===== config.mk =====
export PLATFORM = sky130hd
export DESIGN_NAME = hazard_unit_flat
export DESIGN_NICKNAME = d
export VERILOG_FILES = /design/src/rtl/pipe_pkg.sv /design/src/rtl/hazard_unit_if.sv /design/src/rtl/hazard_unit_mdu_tracker.sv /design/src/rtl/hazard_unit.sv /design/src/flat_wrapper.sv
export SDC_FILE = /design/constraint.sdc
export NUM_CORES = 1
export LEC_CHECK = 0
export CAP_MARGIN = 20
export CORE_MARGIN = 4
export CORE_UTILIZATION = 27
export DETAILED_ROUTE_END_ITERATION = 10
export PLACE_DENSITY = 0.75
export SLEW_MARGIN = 15
export SYNTH_ARGS = -nofsm -noshare
export SYNTH_HDL_FRONTEND = slang
export SYNTH_SLANG_ARGS = --single-unit

===== constraint.sdc =====
create_clock -name clk -period 1.3 [get_ports clk]
set_input_delay 0.195 -clock clk [delete_from_list [all_inputs] [get_ports clk]]
set_output_delay 0.195 -clock clk [all_outputs]
set_load 0.02 [all_outputs]

===== src/rtl/pipe_pkg.sv =====
// Shared pipeline definitions: stage bit positions, forward-select codes, MDU state encoding
// and the forwarding-select helper used by the hazard unit.
package pipe_pkg;

  localparam int IF_S  = 4;
  localparam int ID_S  = 3;
  localparam int EX_S  = 2;
  localparam int MEM_S = 1;
  localparam int WB_S  = 0;

  localparam logic [1:0] FWD_RF  = 2'b00;
  localparam logic [1:0] FWD_MEM = 2'b01;
  localparam logic [1:0] FWD_WB  = 2'b10;

  typedef enum logic [0:0] {
    MDU_IDLE = 1'b0,
    MDU_BUSY = 1'b1
  } mdu_state_e;

  // The youngest producer (MEM) wins over WB; register 0 is hardwired and never forwarded.
  function automatic logic [1:0] fwd_sel(
    input logic [4:0] src,
    input logic       mem_we,
    input logic [4:0] mem_rd,
    input logic       wb_we,
    input logic [4:0] wb_rd
  );
    logic [1:0] sel;
    if (mem_we && (mem_rd != 5'd0) && (mem_rd == src)) begin
      sel = FWD_MEM;
    end else if (wb_we && (wb_rd != 5'd0) && (wb_rd == src)) begin
      sel = FWD_WB;
    end else begin
      sel = FWD_RF;
    end
    return sel;
  endfunction

endpackage


===== src/rtl/hazard_unit_if.sv =====
// Pipeline <-> hazard unit bundle: stage status in, stall/flush/extend and forwarding controls out.
interface hazard_unit_if;

  logic       id_valid;
  logic       ex_valid;
  logic       mem_valid;
  logic       wb_valid;
  logic [4:0] id_rs;
  logic [4:0] id_rt;
  logic       id_use_rs;
  logic       id_use_rt;
  logic [4:0] ex_rs;
  logic [4:0] ex_rt;
  logic [4:0] ex_rd;
  logic       ex_regwrite;
  logic       ex_is_load;
  logic       ex_is_mdu;
  logic       ex_branch_taken;
  logic [4:0] mem_rd;
  logic [4:0] wb_rd;
  logic       mem_regwrite;
  logic       wb_regwrite;
  logic       imem_wait;
  logic       dmem_wait;
  logic [4:0] stall;
  logic [4:0] flush;
  logic [4:0] extend;
  logic [1:0] fwd_a;
  logic [1:0] fwd_b;
  logic       pc_redirect;
  logic       mdu_busy;

  modport master (
    output id_valid, ex_valid, mem_valid, wb_valid,
    output id_rs, id_rt, id_use_rs, id_use_rt,
    output ex_rs, ex_rt, ex_rd, ex_regwrite, ex_is_load, ex_is_mdu, ex_branch_taken,
    output mem_rd, wb_rd, mem_regwrite, wb_regwrite,
    output imem_wait, dmem_wait,
    input  stall, flush, extend, fwd_a, fwd_b, pc_redirect, mdu_busy
  );

  modport slave (
    input  id_valid, ex_valid, mem_valid, wb_valid,
    input  id_rs, id_rt, id_use_rs, id_use_rt,
    input  ex_rs, ex_rt, ex_rd, ex_regwrite, ex_is_load, ex_is_mdu, ex_branch_taken,
    input  mem_rd, wb_rd, mem_regwrite, wb_regwrite,
    input  imem_wait, dmem_wait,
    output stall, flush, extend, fwd_a, fwd_b, pc_redirect, mdu_busy
  );

endinterface


===== src/rtl/hazard_unit_mdu_tracker.sv =====
// Tracks a multicycle mul/div occupying EX; mdu_busy holds EX until the op's last cycle.
module mdu_tracker
  import pipe_pkg::*;
#(
  parameter int MDU_LAT = 4
) (
  input  logic clk,
  input  logic rst,
  input  logic ex_valid,
  input  logic ex_is_mdu,
  input  logic dmem_wait,
  output logic mdu_busy
);

  localparam int             CW       = (MDU_LAT > 2) ? $clog2(MDU_LAT - 1) : 1;
  localparam logic [CW-1:0]  CNT_LOAD = CW'((MDU_LAT > 2) ? (MDU_LAT - 2) : 0);
  localparam logic           MULTI    = (MDU_LAT > 1) ? 1'b1 : 1'b0;

  mdu_state_e    state_r;
  logic [CW-1:0] cnt_r;
  logic          start_s;

  assign start_s = ex_valid & ex_is_mdu & MULTI & ~dmem_wait;

  // MDU state and remaining-cycle counter; a MEM stall freezes both.
  always_ff @(posedge clk or negedge rst) begin
    if (!rst) begin
      state_r <= MDU_IDLE;
      cnt_r   <= {CW{1'b0}};
    end else begin
      case (state_r)
        MDU_IDLE: begin
          if (start_s) begin
            state_r <= MDU_BUSY;
            cnt_r   <= CNT_LOAD;
          end else begin
            state_r <= MDU_IDLE;
            cnt_r   <= cnt_r;
          end
        end
        MDU_BUSY: begin
          if (dmem_wait) begin
            state_r <= MDU_BUSY;
            cnt_r   <= cnt_r;
          end else if (cnt_r == {CW{1'b0}}) begin
            state_r <= MDU_IDLE;
            cnt_r   <= cnt_r;
          end else begin
            state_r <= MDU_BUSY;
            cnt_r   <= cnt_r - CW'(1);
          end
        end
        default: begin
          state_r <= MDU_IDLE;
          cnt_r   <= {CW{1'b0}};
        end
      endcase
    end
  end

  // Busy from the start cycle through the second-to-last cycle of the op.
  always_comb begin
    if (state_r == MDU_BUSY) begin
      mdu_busy = (cnt_r != {CW{1'b0}});
    end else begin
      mdu_busy = start_s;
    end
  end

endmodule


===== src/rtl/hazard_unit.sv =====
// Hazard detection and forwarding controller for the 5-stage pipeline: produces stall/flush/extend
// requests for the bubble controller, branch redirect, and EX operand forwarding selects.
module hazard_unit
  import pipe_pkg::*;
#(
  parameter int MDU_LAT     = 4,
  parameter int BOOT_CYCLES = 2
) (
  input logic         clk,
  input logic         rst,
  hazard_unit_if.slave hz
);

  localparam int            BW        = (BOOT_CYCLES > 0) ? $clog2(BOOT_CYCLES + 1) : 1;
  localparam logic [BW-1:0] BOOT_INIT = BW'(BOOT_CYCLES);

  logic [BW-1:0] boot_cnt_r;
  logic          mdu_busy_s;
  logic          load_use_s;
  logic          redirect_s;
  logic [4:0]    req_s;
  logic [4:0]    stall_s;
  logic [4:0]    flush_s;
  logic [4:0]    extend_s;

  // Boot countdown: IF is bubbled until the fetch path has settled after reset.
  always_ff @(posedge clk or negedge rst) begin
    if (!rst) begin
      boot_cnt_r <= BOOT_INIT;
    end else if (boot_cnt_r != {BW{1'b0}}) begin
      boot_cnt_r <= boot_cnt_r - BW'(1);
    end else begin
      boot_cnt_r <= boot_cnt_r;
    end
  end

  mdu_tracker #(
    .MDU_LAT (MDU_LAT)
  ) u_mdu (
    .clk       (clk),
    .rst       (rst),
    .ex_valid  (hz.ex_valid),
    .ex_is_mdu (hz.ex_is_mdu),
    .dmem_wait (hz.dmem_wait),
    .mdu_busy  (mdu_busy_s)
  );

  // Stall requests indexed by stage; the oldest (lowest index) request wins, and a taken
  // branch squashes ID/IF instead of holding them.
  always_comb begin
    load_use_s = hz.ex_valid & hz.ex_is_load & (hz.ex_rd != 5'd0) & hz.id_valid &
                 ((hz.id_use_rs & (hz.id_rs == hz.ex_rd)) |
                  (hz.id_use_rt & (hz.id_rt == hz.ex_rd)));
    redirect_s = hz.ex_valid & hz.ex_branch_taken & ~hz.dmem_wait & ~mdu_busy_s;

    req_s        = 5'b00000;
    req_s[WB_S]  = 1'b0;
    req_s[MEM_S] = hz.dmem_wait;
    req_s[EX_S]  = mdu_busy_s;
    req_s[ID_S]  = load_use_s & ~redirect_s;
    req_s[IF_S]  = hz.imem_wait & ~redirect_s;
    stall_s      = req_s & (~req_s + 5'd1);

    flush_s        = 5'b00000;
    flush_s[ID_S]  = redirect_s;

    extend_s       = 5'b00000;
    extend_s[IF_S] = (boot_cnt_r != {BW{1'b0}});
  end

  assign hz.stall       = stall_s;
  assign hz.flush       = flush_s;
  assign hz.extend      = extend_s;
  assign hz.pc_redirect = redirect_s;
  assign hz.mdu_busy    = mdu_busy_s;
  assign hz.fwd_a = fwd_sel(hz.ex_rs, hz.mem_valid & hz.mem_regwrite, hz.mem_rd,
                            hz.wb_valid & hz.wb_regwrite, hz.wb_rd);
  assign hz.fwd_b = fwd_sel(hz.ex_rt, hz.mem_valid & hz.mem_regwrite, hz.mem_rd,
                            hz.wb_valid & hz.wb_regwrite, hz.wb_rd);

endmodule


===== src/flat_wrapper.sv =====
// flat-port wrapper written by rule: the top's interface ports become plain ports
module hazard_unit_flat import pipe_pkg::*;
#(
  parameter int MDU_LAT     = 4,
  parameter int BOOT_CYCLES = 2
)
  (clk, rst, hz_id_valid, hz_ex_valid, hz_mem_valid, hz_wb_valid, hz_id_rs, hz_id_rt, hz_id_use_rs, hz_id_use_rt, hz_ex_rs, hz_ex_rt, hz_ex_rd, hz_ex_regwrite, hz_ex_is_load, hz_ex_is_mdu, hz_ex_branch_taken, hz_mem_rd, hz_wb_rd, hz_mem_regwrite, hz_wb_regwrite, hz_imem_wait, hz_dmem_wait, hz_stall, hz_flush, hz_extend, hz_fwd_a, hz_fwd_b, hz_pc_redirect, hz_mdu_busy);
  hazard_unit_if hz_i ();
  input logic clk;
  input logic rst;
  input wire logic [$bits(hz_i.id_valid)-1:0] hz_id_valid;
  input wire logic [$bits(hz_i.ex_valid)-1:0] hz_ex_valid;
  input wire logic [$bits(hz_i.mem_valid)-1:0] hz_mem_valid;
  input wire logic [$bits(hz_i.wb_valid)-1:0] hz_wb_valid;
  input wire logic [$bits(hz_i.id_rs)-1:0] hz_id_rs;
  input wire logic [$bits(hz_i.id_rt)-1:0] hz_id_rt;
  input wire logic [$bits(hz_i.id_use_rs)-1:0] hz_id_use_rs;
  input wire logic [$bits(hz_i.id_use_rt)-1:0] hz_id_use_rt;
  input wire logic [$bits(hz_i.ex_rs)-1:0] hz_ex_rs;
  input wire logic [$bits(hz_i.ex_rt)-1:0] hz_ex_rt;
  input wire logic [$bits(hz_i.ex_rd)-1:0] hz_ex_rd;
  input wire logic [$bits(hz_i.ex_regwrite)-1:0] hz_ex_regwrite;
  input wire logic [$bits(hz_i.ex_is_load)-1:0] hz_ex_is_load;
  input wire logic [$bits(hz_i.ex_is_mdu)-1:0] hz_ex_is_mdu;
  input wire logic [$bits(hz_i.ex_branch_taken)-1:0] hz_ex_branch_taken;
  input wire logic [$bits(hz_i.mem_rd)-1:0] hz_mem_rd;
  input wire logic [$bits(hz_i.wb_rd)-1:0] hz_wb_rd;
  input wire logic [$bits(hz_i.mem_regwrite)-1:0] hz_mem_regwrite;
  input wire logic [$bits(hz_i.wb_regwrite)-1:0] hz_wb_regwrite;
  input wire logic [$bits(hz_i.imem_wait)-1:0] hz_imem_wait;
  input wire logic [$bits(hz_i.dmem_wait)-1:0] hz_dmem_wait;
  output wire logic [$bits(hz_i.stall)-1:0] hz_stall;
  output wire logic [$bits(hz_i.flush)-1:0] hz_flush;
  output wire logic [$bits(hz_i.extend)-1:0] hz_extend;
  output wire logic [$bits(hz_i.fwd_a)-1:0] hz_fwd_a;
  output wire logic [$bits(hz_i.fwd_b)-1:0] hz_fwd_b;
  output wire logic [$bits(hz_i.pc_redirect)-1:0] hz_pc_redirect;
  output wire logic [$bits(hz_i.mdu_busy)-1:0] hz_mdu_busy;
  assign hz_i.id_valid = hz_id_valid;
  assign hz_i.ex_valid = hz_ex_valid;
  assign hz_i.mem_valid = hz_mem_valid;
  assign hz_i.wb_valid = hz_wb_valid;
  assign hz_i.id_rs = hz_id_rs;
  assign hz_i.id_rt = hz_id_rt;
  assign hz_i.id_use_rs = hz_id_use_rs;
  assign hz_i.id_use_rt = hz_id_use_rt;
  assign hz_i.ex_rs = hz_ex_rs;
  assign hz_i.ex_rt = hz_ex_rt;
  assign hz_i.ex_rd = hz_ex_rd;
  assign hz_i.ex_regwrite = hz_ex_regwrite;
  assign hz_i.ex_is_load = hz_ex_is_load;
  assign hz_i.ex_is_mdu = hz_ex_is_mdu;
  assign hz_i.ex_branch_taken = hz_ex_branch_taken;
  assign hz_i.mem_rd = hz_mem_rd;
  assign hz_i.wb_rd = hz_wb_rd;
  assign hz_i.mem_regwrite = hz_mem_regwrite;
  assign hz_i.wb_regwrite = hz_wb_regwrite;
  assign hz_i.imem_wait = hz_imem_wait;
  assign hz_i.dmem_wait = hz_dmem_wait;
  assign hz_stall = hz_i.stall;
  assign hz_flush = hz_i.flush;
  assign hz_extend = hz_i.extend;
  assign hz_fwd_a = hz_i.fwd_a;
  assign hz_fwd_b = hz_i.fwd_b;
  assign hz_pc_redirect = hz_i.pc_redirect;
  assign hz_mdu_busy = hz_i.mdu_busy;
  hazard_unit #(.MDU_LAT(MDU_LAT), .BOOT_CYCLES(BOOT_CYCLES)) u_core (.clk(clk), .rst(rst), .hz(hz_i));
endmodule

---- Yosys cells after proc, flatten, opt, wreduce, memory -nomap -nowiden ----
Cells that the tools add are included.
cells by class
  $add $sub $neg .......................... 3
  multipliers ............................. 0
  div/mod/pow operators ................... 0
  order comparisons ....................... 0
  equality and inequality tests ........... 9
  shifts and indexed selects .............. 0
  multiplexer cells ....................... 13
  bitwise logic cells ..................... 22
  reductions and logical operators ........ 13
operators by type and width
  kind                 number
  $eq 5x5->1           6
  $and 1x1->1          15
  $reduce_bool 5->1    3
  $mux 2               7
  $logic_and 1x1->1    6
  $ne 2x2->1 const B   3
  $add 5x1->5 const B  1
  $and 5x5->5          1
  $not 5->5            1
  $mux 1               4
  $not 1->1            4
  $pmux 2 s2           1
  $reduce_bool 2->1    2
  $sub 2x1->2 const B  2
  $reduce_and 3->1     1
  $logic_not 2->1      1
  $pmux 1 s2           1
  $or 1x1->1           1
storage, ports and cells
  register bits after elaboration ......... 5
  bits in latches ......................... 0
  bits in writable memories ............... 0
  ROM bits ................................ 0
  input port bits ......................... 51
  output and inout bits ................... 21
  logic and storage cells ................. 63
  memories ................................ 0

---- Depth between registers and ports, before layout ----
Gate-level depths: netlist of the first run.
  depth after elaboration ................. 10
  mapped depth ............................ 7
  depth with buffers taken out ............ 6

---- Hierarchy ----
A second synthesis of the first run with hierarchy kept.
second synthesis, totals
  cells, all modules ...................... 98
  area total of the unflattened synthesis .. 818.3 um^2
modules (own cells, without submodules)
  module       instances  cells each  area each (um^2)  sequential area each (um^2)
  hazard_unit  1          76          626.9             51.3
  mdu_tracker  1          22          191.4             75.1

---- Worst setup path before layout of the first run ----
OpenSTA, ideal clock, no wires.
  path type ............................... register -> output
  start point ............................. reg u_core.u_mdu.cnt_r[0]
  end point ............................... out hz_stall[3]
  data arrival time ....................... 1596 ps
  required time ........................... 1105 ps
  path slack .............................. -491 ps
  cell stages (with the launch flop) ...... 7
  path buffers ............................ 0
  path through ............................ dfrtp_1 -> inv_1 -> ha_1 -> nand2b_1 -> nand2_1 -> nor2_1 -> nor4b_1
between the ends
  word-level cells in the longest chain between the ends .. 9
RTL lines
  what                    line                           text
  start, declared         hazard_unit_mdu_tracker.sv:20  logic [CW-1:0] cnt_r;
  start signal, assigned  hazard_unit_mdu_tracker.sv:29  cnt_r <= {CW{1'b0}};
  start signal, assigned  hazard_unit_mdu_tracker.sv:38  cnt_r <= cnt_r;
  start signal, assigned  hazard_unit_mdu_tracker.sv:44  cnt_r <= cnt_r;
  $reduce_bool 2->1 (*)   hazard_unit_mdu_tracker.sv:64  mdu_busy = (cnt_r != {CW{1'b0}});
  $mux 1 (*)              hazard_unit_mdu_tracker.sv:63  if (state_r == MDU_BUSY) begin
  $not 1->1               hazard_unit.sv:54              redirect_s = hz.ex_valid & hz.ex_branch_taken & ~hz.dmem_wait & ~mdu_busy_s;
  $and 1x1->1             hazard_unit.sv:54
  $not 1->1               hazard_unit.sv:60              req_s[ID_S] = load_use_s & ~redirect_s;
  $and 1x1->1             hazard_unit.sv:60
  $not 5->5               hazard_unit.sv:62              stall_s = req_s & (~req_s + 5'd1);
  $add 5x1->5             hazard_unit.sv:62
  $and 5x5->5 (*)         hazard_unit.sv:62
  end, declared           flat_wrapper.sv:32             output wire logic [$bits(hz_i.stall)-1:0] hz_stall;
Every way passes the cells marked *; elsewhere a longest branch is shown, timed or not.

---- Final worst setup path of the first run ----
  start point ............................. in hz_ex_rs[0]
  end point ............................... out hz_fwd_a[1]
between the ends
  word-level cells in the longest chain between the ends .. 4
  elaborated cells between the ends (all ways) .. 6
  classes of those cells .................. eq/ne (2); mux (2); reduce/logical (2)
RTL lines
  what               line                text
  start, declared    flat_wrapper.sv:19  input wire logic [$bits(hz_i.ex_rs)-1:0] hz_ex_rs;
  $eq 5x5->1         pipe_pkg.sv:31      end else if (wb_we && (wb_rd != 5'd0) && (wb_rd == src)) begin
  $logic_and 1x1->1  pipe_pkg.sv:31
  $mux 2             pipe_pkg.sv:31
  $mux 2 (*)         pipe_pkg.sv:29      if (mem_we && (mem_rd != 5'd0) && (mem_rd == src)) begin
  end, declared      flat_wrapper.sv:35  output wire logic [$bits(hz_i.fwd_a)-1:0] hz_fwd_a;
Marks and branches as above.

==> flow_summary.yaml, run 1 <==
finish:
  fin_nets: 252
  num_antenna_cells: 0
  drive_gt1_frac: 0.601
  final_cell_mix: "buf_4, buf_6, xor2_1"
  fillers: 202
  finalNonFillerCells: 229
  design_area_mm2: 0.00203
  area_delta_synth_final_pct: 162
  final_common_cell: "buf_4"
sta:
  rsz0062_at_grt: "yes"
  finalClockSkew_ps: 0.815
  tns_ps: -4040
  maxSlewViolCount: 0
  fin_ws_ps: -484
  fin_crit_sh: 1.37
  fmax_mhz: 560
  min_period_ps: 1780
  setup_viol: 14
  final-hold-violation-count: 0
global_route:
  antenna_found_initial: 0
  grt_pass1_wl_um: 4780
  grt_max_degree: 7
  first_global_vias: 1114
  track_usage: 0.168
  overflow: 0
synthesis:
  ys_seq_elements: 5
  synthTopCellsByArea: "xor2_1, dfrtp_1, buf_4"
  async_flop_share: 1.00
  seq_area_frac_synth: 0.163
  synth_top_area_cell: "xor2_1"
  netlist_area_um2: 776
  synth_ff_type: "dfrtp_1"
  ys_types: 31
  synth_edf_count: 0
  syn-mean-instance-area_um2: 8.72
  synth_top_cell_area_share: 0.248
  synthCells: 89
  synth_warnings: 0
place:
  placed_cells: 206
  dp_worst_setup_slack_ps: -1250
  place.gp.congestion: 0.879
  io_buffer_count: 61
  hpwl_um: 2480
  placed_area_mm2: 0.00166
detailed_routing:
  drc: 0
  vias_per_cell: 4.66
  antenna_left: 0
  dr.first_iter.drc_count: 8
  drt_wl_total_um: 3370
  first_pass_iters: 2
  wl_per_cell_um: 14.7
  vias: 1066
setup_path:
  cpMaxStageDelayCell: "or4_4"
  arrival_ps: 1590
  max_stage_delay_ps: 540
  cp_top_family: "simple AND/OR/NAND/NOR gates"
  path_buf_inv: 2
  critPathKind: "primary input to output port"
  critical_path.cell_chain: "dlygate4sd2_1, xor2_1, or4_4, nor4_4, buf_4"
  worstRegToRegCells: 7
  r2r-start: "u_core.u_mdu.cnt_r[0]$_DFFE_PN0P_"
  crit_path_max_fanout: 2
  r2r-end: "u_core.u_mdu.cnt_r[0]$_DFFE_PN0P_"
  cp-start-kind: "primary input"
  rrSetupSlack_ps: -140
  critical_path_required_ps: 1110
  end_kind: "output port"
floorplanning:
  ios: 72
  die_x_um: 61.6
  rows: 19
  dieArea_mm2: 0.00379
  dieHeight_um: 61.6
  start_util: 0.281
  core_mm2: 0.00276
worst_hold_path:
  hold_path.class: "primary input to async pin"
power_and_ir_drop:
  power.static_leakage_nw: 0.960
  power_mw: 1.70
  ir_drop_v: 0.00112
  cellPowerDensity_mw_per_mm2: 839
job:
  drv_cap: 0
cts:
  cts_buffers: 3
  htreeDepth: 1
  clk_root_buffer_cell: "clkbuf_4"
  clock-sinks: 5
  cts_tree: "yes"
  cts_max_path_buffers: 2
  cts.clk_slew.worst_paths_ps: 50
  clk_latency_ps: 250
run_status:
  status: "finished with violations"
  violations: "setup timing"
-- power by group --
group / internal (mW) / switching (mW) / total, mW
clock network: 0.112 / 0.0766 / 0.189
logic: 0.747 / 0.537 / 1.28
registers: 0.201 / 0.0294 / 0.231
total: 1.06 / 0.643 / 1.70
-- worst max path at each step --
stage | startpoint | end | slack, ps | cells past startpoint
2_1_floorplan | hz_mem_rd[0] | hz_fwd_a[1] | -220 | 4
3_3_place_gp | hz_wb_rd[3] | hz_fwd_a[1] | -1210 | 6
3_5_place_dp | hz_wb_rd[3] | hz_fwd_a[1] | -1250 | 6
4_1_cts | hz_mem_rd[0] | hz_fwd_a[1] | -540 | 7
5_1_grt | hz_wb_valid | hz_fwd_a[1] | -550 | 6
6_report | hz_ex_rs[0] | hz_fwd_a[1] | -480 | 5
-- through the flow --
step / util / hold slack [ps]
after floorplan: - / -101
after global placement: 0.603 / 424
after detailed placement: 0.603 / 440
after CTS: 0.696 / 168
after global routing: 0.736 / 167
final: 0.736 / 172
-- worst register-to-register path, stage by stage, from the launching register on --
cell and delay, ps:
dfrtp_1 360, inv_2 50, ha_2 170, nand2b_4 150, buf_6 130, buf_6 110
or3_4 330, o21ai_2 70
-- timing repair --
| item | in CTS | in global routing |
|---|---|---|
| setup endpoints to repair | 15 | 15 |
| resized for setup | 185 | 45 |
| setup buffers | 14 | 9 |
| pin swaps | 32 | 14 |
| endpoints found under the hold margin | 0 | 0 |
| hold buffers | 0 | 0 |
-- registers in the layout, summed over array words and instances (netlist names) --
| name | count |
|---|---|
| u_core.u_mdu.state_r | 1 |
| u_core.u_mdu.cnt_r | 2 |
| u_core.boot_cnt_r | 2 |
-- final cells by class --
class,count,area [um^2],area share
clock inverters,1,5.00,0.00247
repair buffers,108,983,0.485
multi-input cells,75,828,0.408
inverters,6,25.0,0.0123
clock buffers,3,22.5,0.0111
well taps,31,38.8,0.0191
flip-flops and latches,5,126,0.0623
-- synthesized netlist by cell type (all sizes together) (2+ instances only) --
library cell	number
dfrtp	4
xnor2	9
buf	11
xor2	22
nand3	2
inv	6
nor4	6
o211ai	2
o21ai	2
ha	2
or4	5
-- logic make-up (layout without fill, tap and decap cells) --
logic type / after synthesis / after routing / synth area share
XOR/XNOR: 31 / 31 / 0.350
AO/OA/AOI/OAI: 11 / 11 / 0.113
other: 1 / 9 / 0.00483
AND/OR/NAND/NOR: 21 / 21 / 0.189
buffers and inverters: 17 / 118 / 0.135
adder cells (fa/ha/maj): 2 / 2 / 0.0323
multiplexers: 1 / 1 / 0.0129
flip-flops: 5 / 5 / 0.163
-- metal layers --
layer  GRT usage  routed length, um  vias up
li1            -                  -      517
met2       0.326               1840       46
met1       0.183               1240      503
met4      0.0455                  0        0
met5           0                  0        -
met3      0.0314                286        0
Note: power is estimated with default switching activity, not from simulation.
==> run 2, diff against run 1 <==
- CAP_MARGIN: 20 -> default
- GPL_ROUTABILITY_DRIVEN: default -> 0
==> results of run 2 <==
Same layout as run 1: the final DEF is identical, and so are final timing and power.
==> run 3, diff against run 2 <==
- ABC_CLOCK_PERIOD_IN_PS: default -> 2200
- CORE_UTILIZATION: 27 -> 30
- CTS_CLUSTER_SIZE: default -> 25
- PLACE_DENSITY: 0.75 -> 0.79
- clock period: 1.3 -> 2.2 ns (I/O delays scaled with it)
==> flow_summary.yaml, run 3 (synthesis gave the netlist of run 1 again) <==
detailed_routing:
  drt_wl_total_um: 2930
  wl_per_cell_um: 14.2
  wl_met3_um: 349
  highest_layer: "met4"
  drc: 0
  vias: 1001
  antenna_left: 0
  vias_per_cell: 4.86
  met2WireLength_um: 1440
  met1_length_um: 1040
  dr.first_iter.drc_count: 27
  first_pass_iters: 4
finish:
  final_common_cell: "buf_4"
  num_antenna_cells: 0
  drive_gt1_frac: 0.273
  fillers: 212
  top_regs: "u_core.boot_cnt_r (2), u_core.u_mdu.cnt_r (2), u_core.u_mdu.state_r (1)"
  area_delta_synth_final_pct: 110
  fin_nets: 230
  utilization: 0.657
  final_cell_mix: "buf_4, clkdlybuf4s50_1, xor2_1"
cts:
  cts_tree: "yes"
  holdBufCountCts: 0
  cts_buffers: 3
  clk_root_buffer_cell: "clkbuf_4"
  clock-sinks: 5
  htreeDepth: 1
  clk_latency_ps: 250
  cts_max_path_buffers: 2
  cts.clk_slew.worst_paths_ps: 40
global_route:
  track_usage: 0.167
  grt_max_degree: 7
  overflow: 0
  grt_pass1_wl_um: 4310
  antenna_found_initial: 0
  first_global_vias: 1037
power_and_ir_drop:
  p_int_mw: 0.417
  p_sw_mw: 0.268
  cellPowerDensity_mw_per_mm2: 421
  sw_frac_of_total: 0.391
  seq_power_share: 0.198
  ir_drop_v: 0.000371
  power.static_leakage_nw: 0.814
  power_mw: 0.685
  pwr-share-comb: 0.643
  clock_power_share: 0.159
floorplanning:
  dieArea_mm2: 0.00346
  die_x_um: 58.9
  dieHeight_um: 58.9
  core_mm2: 0.00248
  rows: 18
  ios: 72
  start_util: 0.313
run_status:
  status: "finished clean"
setup_path:
  arrival_ps: 1830
  end_kind: "output port"
  rrSetupSlack_ps: 830
  worstRegToRegCells: 6
  critPathKind: "primary input to output port"
  r2r-end: "u_core.u_mdu.cnt_r[1]$_DFFE_PN0P_"
  r2r-start: "u_core.u_mdu.cnt_r[0]$_DFFE_PN0P_"
  critical_path_required_ps: 1870
  crit_path_max_fanout: 2
  cp-start-kind: "primary input"
sta:
  hold_ws_ps: 307
  finalClockSkew_ps: 1.36
  fin_crit_sh: 0.980
  setup_viol: 0
  final-hold-violation-count: 0
  fmax_mhz: 464
  min_period_ps: 2160
  maxSlewViolCount: 0
place:
  hpwl_um: 2520
  io_buffer_count: 61
worst_hold_path:
  hold_path.class: "primary input to async pin"
job:
  drv_cap: 0
## run 3: power groups by stage
stage	clock [mW]	combinational, mW	sequential [mW]
after floorplan	0	0.211	0.130
after global placement	0	0.443	0.133
after detailed placement	0	0.461	0.137
after CTS	0.115	0.441	0.136
after global routing	0.121	0.487	0.138
final	0.109	0.441	0.136
## run 3: how the worst max path moves through the flow
stage                             end    startpoint  cells after the start
after floorplan           hz_fwd_a[1]  hz_mem_rd[0]                      4
after global placement    hz_fwd_a[1]  hz_mem_rd[0]                      6
after detailed placement  hz_fwd_b[1]  hz_mem_rd[0]                      6
after CTS                 hz_fwd_b[1]   hz_wb_rd[4]                      6
after global routing      hz_fwd_a[1]  hz_mem_rd[4]                      6
final                     hz_fwd_a[1]  hz_mem_rd[4]                      6
## run 3: final cells by class
type | count | area [um^2] | share of cell area
Multi-Input combinational cell | 75 | 649 | 0.399
Sequential cell | 5 | 126 | 0.0776
Tap cell | 30 | 37.5 | 0.0231
Timing Repair Buffer | 86 | 766 | 0.470
Inverter | 6 | 22.5 | 0.0138
Clock buffer | 4 | 26.3 | 0.0161
## run 3: repair_timing
| item | in CTS | in global routing |
|---|---|---|
| pin swaps | 12 | 10 |
| gates resized for setup | 58 | 21 |
| endpoints found under the setup margin | 10 | 6 |
| setup buffers | 0 | 0 |
## run 3: routing by layer
metal,up-vias,track usage
met4,0,0.100
met5,-,0
met1,442,0.155
met3,10,0.0263
li1,471,-
met2,78,0.330
## run 3: critical path, cell delays in order
cell and delay (ps):
dlymetal6s2s_1 130, or4_4 550, o211ai_4 240, nor4_4 90, nor4_4 290, buf_4 190
## run 3: metrics by stage
stage / area, um^2 / std cells / setup TNS [ps] / setup WS (ps)
after global placement: 1560 / 202 / -3280 / -632
after floorplan: 806 / 97 / 0 / 157
final: 1630 / 206 / 0 / 43.6
after detailed placement: 1560 / 202 / -3740 / -695
after global routing: 1630 / 206 / -18.7 / -18.7
after CTS: 1580 / 206 / 0 / 12.9
